$ cat src/rtl/dbi_pkg.sv
// rtl/dbi_pkg.sv - shared constants and helpers for the DBI receive decoder
package dbi_pkg;
    localparam int BW    = 4;
    localparam int LANES = 8;
    localparam int CNT_W = 16;

    function automatic int popcount(input logic [31:0] v);
        int n;
        n = 0;
        for (int i = 0; i < 32; i++) n += int'(v[i]);
        return n;
    endfunction

    // Widened sum so the carry out of a full-width counter is caught before clamping
    function automatic logic [31:0] sat_add(input logic [31:0] a, input logic [31:0] inc,
                                            input logic [31:0] max_val);
        logic [32:0] s;
        s = {1'b0, a} + {1'b0, inc};
        if (s > {1'b0, max_val}) return max_val;
        return s[31:0];
    endfunction
endpackage

$ cat src/rtl/dbi_lane_dec.sv
// rtl/dbi_lane_dec.sv - one lane: inversion mux, raw history and transition bound check
module dbi_lane_dec
    import dbi_pkg::*;
#(
    parameter int bw = BW
) (
    input  logic          clk,
    input  logic          reset,
    input  logic          dbi_en,
    input  logic          accept,
    input  logic          flag,
    input  logic [bw-1:0] raw,
    output logic [bw-1:0] data,
    output logic          flag_used,
    output logic          viol
);
    logic [bw-1:0] prev_raw;

    assign flag_used = dbi_en && flag;
    assign data      = flag_used ? ~raw : raw;
    // The bound applies to wire activity, so it is checked on raw bits, not decoded ones
    assign viol      = accept && dbi_en && (popcount(32'(prev_raw ^ raw)) > bw / 2);

    always_ff @(posedge clk or posedge reset) begin
        if (reset)
            prev_raw <= '0;
        else if (accept && dbi_en)
            prev_raw <= raw;
    end
endmodule

$ cat src/rtl/dbi_decode.sv
// rtl/dbi_decode.sv - DBI decoder top: lane decoders, 2-entry skid buffer, counters, sticky errors
module dbi_decode
    import dbi_pkg::*;
#(
    parameter int bw    = BW,
    parameter int LANES = dbi_pkg::LANES,
    parameter int CNT_W = dbi_pkg::CNT_W
) (
    input  logic                     clk,
    input  logic                     reset,
    input  logic                     dbi_en,
    input  logic [LANES*(bw+1)-1:0]  in_data,
    input  logic                     in_valid,
    output logic                     in_ready,
    output logic [LANES*bw-1:0]      out_data,
    output logic                     out_valid,
    input  logic                     out_ready,
    input  logic                     stats_clr,
    output logic [CNT_W-1:0]         inv_cnt,
    output logic [CNT_W-1:0]         word_cnt,
    output logic                     flag_err,
    output logic [LANES-1:0]         bound_err
);
    localparam logic [31:0] CNT_MAX = 32'((64'd1 << CNT_W) - 64'd1);

    logic [LANES*bw-1:0] dec_data;
    logic [LANES*bw-1:0] main_data, skid_data;
    logic                main_valid, skid_valid;
    logic [LANES-1:0]    flags, flag_used, viol;
    logic [31:0]         inv_inc;
    logic                accept, drain;

    assign in_ready  = !skid_valid;
    assign accept    = in_valid && in_ready;
    assign drain     = main_valid && out_ready;
    assign out_valid = main_valid;
    assign out_data  = main_data;

    for (genvar i = 0; i < LANES; i++) begin : g_lane
        assign flags[i] = in_data[i*(bw+1)+bw];
        dbi_lane_dec #(.bw(bw)) u_lane (
            .clk       (clk),
            .reset     (reset),
            .dbi_en    (dbi_en),
            .accept    (accept),
            .flag      (flags[i]),
            .raw       (in_data[i*(bw+1) +: bw]),
            .data      (dec_data[i*bw +: bw]),
            .flag_used (flag_used[i]),
            .viol      (viol[i])
        );
    end

    always_comb begin
        inv_inc = '0;
        for (int i = 0; i < LANES; i++) inv_inc = inv_inc + 32'(flag_used[i]);
    end

    // Skid is only ever occupied while in_ready is low, so a drain with skid full never races an accept
    always_ff @(posedge clk or posedge reset) begin
        if (reset) begin
            main_valid <= 1'b0;
            main_data  <= '0;
            skid_valid <= 1'b0;
            skid_data  <= '0;
        end else if (drain) begin
            if (skid_valid) begin
                main_data  <= skid_data;
                skid_valid <= 1'b0;
            end else if (accept) begin
                main_data  <= dec_data;
            end else begin
                main_valid <= 1'b0;
            end
        end else if (accept) begin
            if (main_valid) begin
                skid_data  <= dec_data;
                skid_valid <= 1'b1;
            end else begin
                main_data  <= dec_data;
                main_valid <= 1'b1;
            end
        end
    end

    always_ff @(posedge clk or posedge reset) begin
        if (reset) begin
            inv_cnt   <= '0;
            word_cnt  <= '0;
            flag_err  <= 1'b0;
            bound_err <= '0;
        end else if (stats_clr) begin
            inv_cnt   <= '0;
            word_cnt  <= '0;
            flag_err  <= 1'b0;
            bound_err <= '0;
        end else if (accept) begin
            inv_cnt   <= CNT_W'(sat_add(32'(inv_cnt), inv_inc, CNT_MAX));
            word_cnt  <= CNT_W'(sat_add(32'(word_cnt), 32'd1, CNT_MAX));
            flag_err  <= flag_err || (!dbi_en && (|flags));
            bound_err <= bound_err | viol;
        end
    end
endmodule

$ cat config.mk
export PLATFORM = sky130hd
export DESIGN_NAME = dbi_decode
export DESIGN_NICKNAME = d
export VERILOG_FILES = /design/src/rtl/dbi_pkg.sv /design/src/rtl/dbi_lane_dec.sv /design/src/rtl/dbi_decode.sv
export SDC_FILE = /design/constraint.sdc
export NUM_CORES = 1
export LEC_CHECK = 0
export ABC_CLOCK_PERIOD_IN_PS = 6200
export CAP_MARGIN = 20
export CORE_MARGIN = 3
export CORE_UTILIZATION = 30
export DETAILED_ROUTE_END_ITERATION = 8
export SLEW_MARGIN = 25
export SYNTH_ARGS = -nofsm -noshare
export SYNTH_HDL_FRONTEND = slang
export SYNTH_HIERARCHICAL = 1
export SYNTH_SLANG_ARGS = --single-unit
$ cat constraint.sdc
create_clock -name clk -period 6.2 [get_ports clk]
set_input_delay 0.62 -clock clk [delete_from_list [all_inputs] [get_ports clk]]
set_output_delay 0.62 -clock clk [all_outputs]
set_load 0.005 [all_outputs]
### Yosys cells after proc, flatten, opt, wreduce, memory -nomap -nowiden

Index checks and enable logic that the tools add are counted.

* input port bits: 46
* flip-flop bits (word level): 139

* equality and inequality tests: 3
* bitwise operators: 18
* reduce and logical (&&, ||, !) cells: 32
* $add $sub $neg: 257
* muxes and demuxes: 38
* order comparisons: 10

Operators with widths (number)
* adder 32 x 2 -> 32 bit (second input constant): 224
* adder 32 x 2 -> 32 bit: 16
* > comparator 32 x 3 -> 1 bit (second input constant): 8
* two-way mux 32 bit: 5
* two-way mux 16 bit: 8
* > comparator 17 x 16 -> 1 bit (second input constant): 2
* two-way mux 4 bit: 8
* inverter 4 bit: 8
* bitwise XOR 4 bit: 8
* logical AND 1 bit: 20
* adder 1 x 1 -> 2 bit: 9
* adder 16 x 1 -> 17 bit (second input constant): 1
* adder 16 x 8 -> 17 bit: 1
* two-way mux 8 bit: 2
* two-way mux 1 bit: 15
* AND reduction 3 bit: 3
* adder 7 x 1 -> 8 bit: 1
* OR 8 bit: 1
* nonzero test 2 bit: 4
* OR reduction 8 bit: 1
* adder 6 x 1 -> 7 bit: 1
* adder 5 x 1 -> 6 bit: 1
* adder 4 x 1 -> 5 bit: 1
* adder 3 x 1 -> 4 bit: 1
* other kinds (7): 9

### Depth between registers and ports, before layout

* depth after elaboration: 37
* gate-level depth with buffers: 15
* depth with buffers taken out: 14

### Cells and area by module

Netlist, hierarchy kept.

Modules (own cells, without submodules)
* dbi_decode: seq. area each 2677.6 µm², area an instance 5024.8 µm², instances 1, cells an instance 455
* dbi_lane_dec (g_lane[0].u_lane ...): seq. area each 100.1 µm², area an instance 329.1 µm², instances 7, cells an instance 29
* dbi_lane_dec (g_lane[7].u_lane): seq. area each 100.1 µm², area an instance 327.8 µm², instances 1, cells an instance 29

### Worst setup path before layout

OpenSTA, ideal clock, no wires.

* kind: input to register
* start point: input dbi_en
* end point: register inv_cnt[3]
* buffers on the path: 1
* slack: 2.094 ns
* stages on the path: 15
* required time: 6.113 ns
* arrival: 4.019 ns
* cells stage by stage: nand2_1 inv_1 fa_1 inv_1 fa_1 fa_1 fa_1 inv_1 fa_1 a211oi_1 nor4b_2 nand2b_1 buf_6 and2_4 a211oi_2

* word-level cells in the longest chain between the ends: 16

RTL lines
* from (decl): line dbi_decode.sv:11 `input logic dbi_en,`
* logical AND 1 bit *: line dbi_lane_dec.sv:19 `assign flag_used = dbi_en && flag;`
* named net flag_used[0]: line dbi_decode.sv:29 `logic [LANES-1:0] flags, flag_used, viol;`
* adder 1 x 1 -> 2 bit *: line dbi_decode.sv:56 `for (int i = 0; i < LANES; i++) inv_inc = inv_inc + 32'(flag_used[i]);`
* adder 2 x 1 -> 3 bit *: line dbi_decode.sv:56
* adder 3 x 1 -> 4 bit *: line dbi_decode.sv:56
* adder 4 x 1 -> 5 bit *: line dbi_decode.sv:56
* adder 5 x 1 -> 6 bit *: line dbi_decode.sv:56
* adder 6 x 1 -> 7 bit *: line dbi_decode.sv:56
* adder 7 x 1 -> 8 bit *: line dbi_decode.sv:56
* adder 16 x 8 -> 17 bit *: line dbi_pkg.sv:18 `s = {1'b0, a} + {1'b0, inc};`
* > comparator 17 x 16 -> 1 bit: line dbi_pkg.sv:19 `if (s > {1'b0, max_val}) return max_val;`
* two-way mux 1 bit: line dbi_pkg.sv:19
* two-way mux 1 bit: line dbi_decode.sv:97 `end else if (accept) begin`
* two-way mux 1 bit: line dbi_decode.sv:92 `end else if (stats_clr) begin`
* two-way mux 16 bit *: line dbi_pkg.sv:20 `return s[31:0];`
* two-way mux 16 bit *: line dbi_decode.sv:97
* two-way mux 16 bit *: line dbi_decode.sv:92
* to (signal assigned): line dbi_decode.sv:98 `inv_cnt <= CNT_W'(sat_add(32'(inv_cnt), inv_inc, CNT_MAX));`
* to (decl): line dbi_decode.sv:19 `output logic [CNT_W-1:0] inv_cnt,`

Mark *: on every way through the listed nets, which the timed path passes. The rest lies on a longest branch. The select of a mux whose other input is x is not followed.
A chain may end at the register's enable or synchronous reset.

### Worst setup path after layout

* start point: input dbi_en
* end point: register inv_cnt[5]

RTL lines (line)
* logical AND 1 bit *: dbi_lane_dec.sv:19
* named net flag_used[2]: dbi_decode.sv:29
* adder 2 x 1 -> 3 bit *: dbi_decode.sv:56
* adder 3 x 1 -> 4 bit *: dbi_decode.sv:56
* adder 4 x 1 -> 5 bit *: dbi_decode.sv:56
* adder 5 x 1 -> 6 bit *: dbi_decode.sv:56
* adder 6 x 1 -> 7 bit *: dbi_decode.sv:56
* adder 7 x 1 -> 8 bit *: dbi_decode.sv:56
* adder 16 x 8 -> 17 bit *: dbi_pkg.sv:18
* > comparator 17 x 16 -> 1 bit: dbi_pkg.sv:19
* two-way mux 1 bit: dbi_pkg.sv:19
* two-way mux 1 bit: dbi_decode.sv:97
* two-way mux 1 bit: dbi_decode.sv:92
* two-way mux 16 bit *: dbi_pkg.sv:20
* two-way mux 16 bit *: dbi_decode.sv:97
* two-way mux 16 bit *: dbi_decode.sv:92

Marks and branches as above.

==> results.toml <==
[setup_path]
crit_path_start_kind = "primary input"
crit_path_cell_trace = "clkdlybuf4s50_1, nand2_1, inv_1, fa_1, inv_1, fa_1, fa_1, fa_1, inv_1, fa_1, a211oi_1, nor4b_2, nand2b_1, and4_2, nor4_2"
timing.critical_path.required_ns = 6.48
critical_path_capture_point_type = "flip-flop"
cp_data_arrival_time_ns = 5.21
timing.reg2reg.worst_path_depth = 12
setup.worst_path.class = "in -> reg"
timing.critical_path.slowest_cell_delay_ns = 0.56
worst_path_slowest_cell = "a211oi_1"
crit_top_cell = "fa_1"
cp_max_fo = 12

[finish]
fillerInstances = 2410
syn2layout_area_growth_pct = 28.3
register_area_um2 = 3480
multi_input_comb_area_um2 = 3870
layout_common_cells = "dfrtp_1 (139), clkdlybuf4s50_1 (120), xnor2_1 (61)"
finalNetCount = 902
mostFrequentLayoutCell = "dfrtp_1"
drive_above_1_share = 0.151

[power]
p_per_area_nw_per_um2 = 438
power.combinational.fraction = 0.415
leakagePower_nw = 4.43
totalPowerFinal_mw = 4.30
max-vdd-ir-drop_v = 0.000215
clkPwrFrac = 0.240
seq_power_share = 0.345
power_switching_share = 0.331
cellInternalPower_mw = 2.88
power.net_switching_mw = 1.42

[sta]
max-slew-margin-rel = 0.387
period_minus_slack_ns = 4.93
final_setup_tns_ns = 0
maxSlewViolCount = 0
timing_worst_slew_pin_value_ns = 0.917
maxClockFrequency_mhz = 203
min_period_over_period = 0.795
setup-violations-final = 0
final.setup_skew_ns = 0.00623
hold_violations = 0
rsz0062_at_grt = "false"
finalWorstSetupSlack_ns = 1.27
minimum_hold_slack_ns = 0.486

[run]
cap_viol_max_count = 0

[clock_tree]
cts_sinks = 139
cts.repair_timing.setup_buffer_count = 0
clock_transition_at_path_regs_ns = 0.06
cts_resized = 0
clock-root-buffer = "clkbuf_16"
clock_tree.htree_level_count = 4
worst_skew_late_latency_ns = 0.41
cts_tree = "built"
cts_max_path_buffers = 2
tritoncts.num_buffers = 17
postCtsHoldBufs = 0

[synthesis]
ys_ff_latch = 139
synth.cell_area_um2 = 7660
netlist.area_leader.share = 0.454
mappedNetlistNets = 778
synthDistinctLibCells = 49
yosys-top-cells-area = "dfrtp_1 (45%), xnor2_1 (7.0%), mux2_4 (6.3%), ha_1 (5.2%), mux2_2 (4.6%)"
synth.avg_cell_area_um2 = 11.1
ys.flop_type = "dfrtp_1"
post_synth_arst_share = 1.00
yosys_warnings = 6
syn-instance-count = 687
synth_top_cell_by_area = "dfrtp_1"
number_of_synthesized_flops_with_an_enable_pin = 0
sequential_share_of_the_synthesized_area = 0.454

[die]
coreArea_um2 = 24700
die_h_um = 166
die-width_um = 166
die_area_um2 = 27500
rows = 57
initial_core_util = 0.310
pin_count = 121

[grt]
grt_pass1_vias = 5650
wire_length_of_the_first_global_routing_pass_mm = 31.3
grt-ovfl-total = 0
number_of_antenna_violations_at_the_first_check_in_global_routing = 3
grt_usage = 0.142
grt_max_degree = 65

[drt]
wirelength_mm = 18.8
detailedRoute.firstPassIterationCount = 5
dr.first_iter.drc_count = 206
detail_route.wl_per_cell_um = 16.4
detail_route.drc_violations = 0
drt-vias-per-instance = 4.69
routed-via-count = 5379
ant_nets = 0

[placement]
gpl.final_weighted_congestion = 0.770
dp_worst_setup_slack_ns = 0.849
post-dp-hpwl_mm = 13.2
port-buffer-count = 120

[min_path]
hold_path_depth = 1
min_path_type = "reg -> reg"

[status]
outcome = "finished, final reports clean"
## power by group through the flow
stage / Combinational (mW) / Sequential, mW / Clock, mW
floorplan: 1.24 / 1.45 / 0
global placement: 1.76 / 1.49 / 0
detailed placement: 1.80 / 1.50 / 0
CTS: 1.82 / 1.49 / 1.07
global route: 2.05 / 1.53 / 1.11
finish: 1.78 / 1.48 / 1.03
## per-layer routing
layer | vias up | wire (µm) | track usage
met2 | 101 | 8230 | 0.214
met3 | 15 | 857 | 0.0371
met1 | 2659 | 9550 | 0.206
met4 | 4 | 174 | 0.0325
met5 | - | 27 | 0
li1 | 2600 | - | -
## worst max-delay path: cells and delay by family
family	cells	cell delay (ns)
AOI/OAI and AO/OA	1	0.56
adders and majority gates	5	2.04
buffers and inverters	4	0.71
and+or+nand+nor	5	1.26
## cell usage after synthesis (2+ instances only)
cell type and number:
mux2i_1 34, buf_2 8, xor2_1 15, xnor2_1 61, mux2_4 32, fa_1 13, and4_1 3, clkbuf_1 11
nand2_2 8, nor3_1 11, nor4_2 2, nand3_1 8, inv_1 57, a31oi_1 9, a21oi_1 50, nand4_1 10
buf_1 2, a211oi_1 7, and2_1 3, nand2_1 19, nand2b_1 2, nor2_1 58, a311oi_1 3, and3_2 3
mux2_2 31, nor3b_1 7, dfrtp_1 139, nor2b_1 2, and3_1 5, ha_1 32, nor4_1 3, o21ai_0 22
## sequential cells by signal, indices dropped and copies added, names as in the netlist
register                count
skid_data                  32
flag_err                    1
out_valid                   1
g_lane.u_lane/prev_raw     32
bound_err                   8
skid_valid                  1
inv_cnt                    16
out_data                   32
word_cnt                   16
## final timing paths
| path | start | endpoint | slack (ns) |
|---|---|---|---|
| setup / recovery | dbi_en | inv_cnt[5] | 1.27 |
| hold / removal | skid_data[3] | skid_data[3] | 0.49 |
| setup reg to reg | inv_cnt[0] | inv_cnt[5] | 1.92 |
| hold reg to reg | skid_data[3] | skid_data[3] | 0.49 |
| max in group asynchronous | reset | out_data[27] | 4.15 |
| min in group asynchronous | reset | g_lane[2].u_lane/prev_raw[0] | 0.62 |
## kinds of logic (layout without fill, tap and decap cells)
kind of cell / after synthesis / after routing / share of synthesized area
compound gates: 99 / 99 / 0.0747
xor+xnor: 76 / 76 / 0.0869
simple gates: 150 / 150 / 0.102
fa+ha+maj: 45 / 45 / 0.0863
buf+inv: 80 / 216 / 0.0415
mux: 98 / 98 / 0.154
other cells: 0 / 1 / 0
flops: 139 / 139 / 0.454
## final cells by class
cell class              count  share of cell area
multi-input cells         468               0.394
flip-flops and latches    139               0.354
well taps                 324              0.0413
diodes                      1            0.000255
inverters                  58              0.0224
clock buffers              18              0.0447
clock inverters            13              0.0154
repair buffers            127               0.128
## metrics by stage
step	std cells	utilization	instance area, µm²
2_1_floorplan	687	-	7660
3_3_place_gp	1116	0.374	9230
3_5_place_dp	1116	0.374	9230
4_1_cts	1147	0.398	9820
5_1_grt	1148	0.398	9820
6_report	1148	0.398	9820
Note: power is estimated with default switching activity, not from simulation.
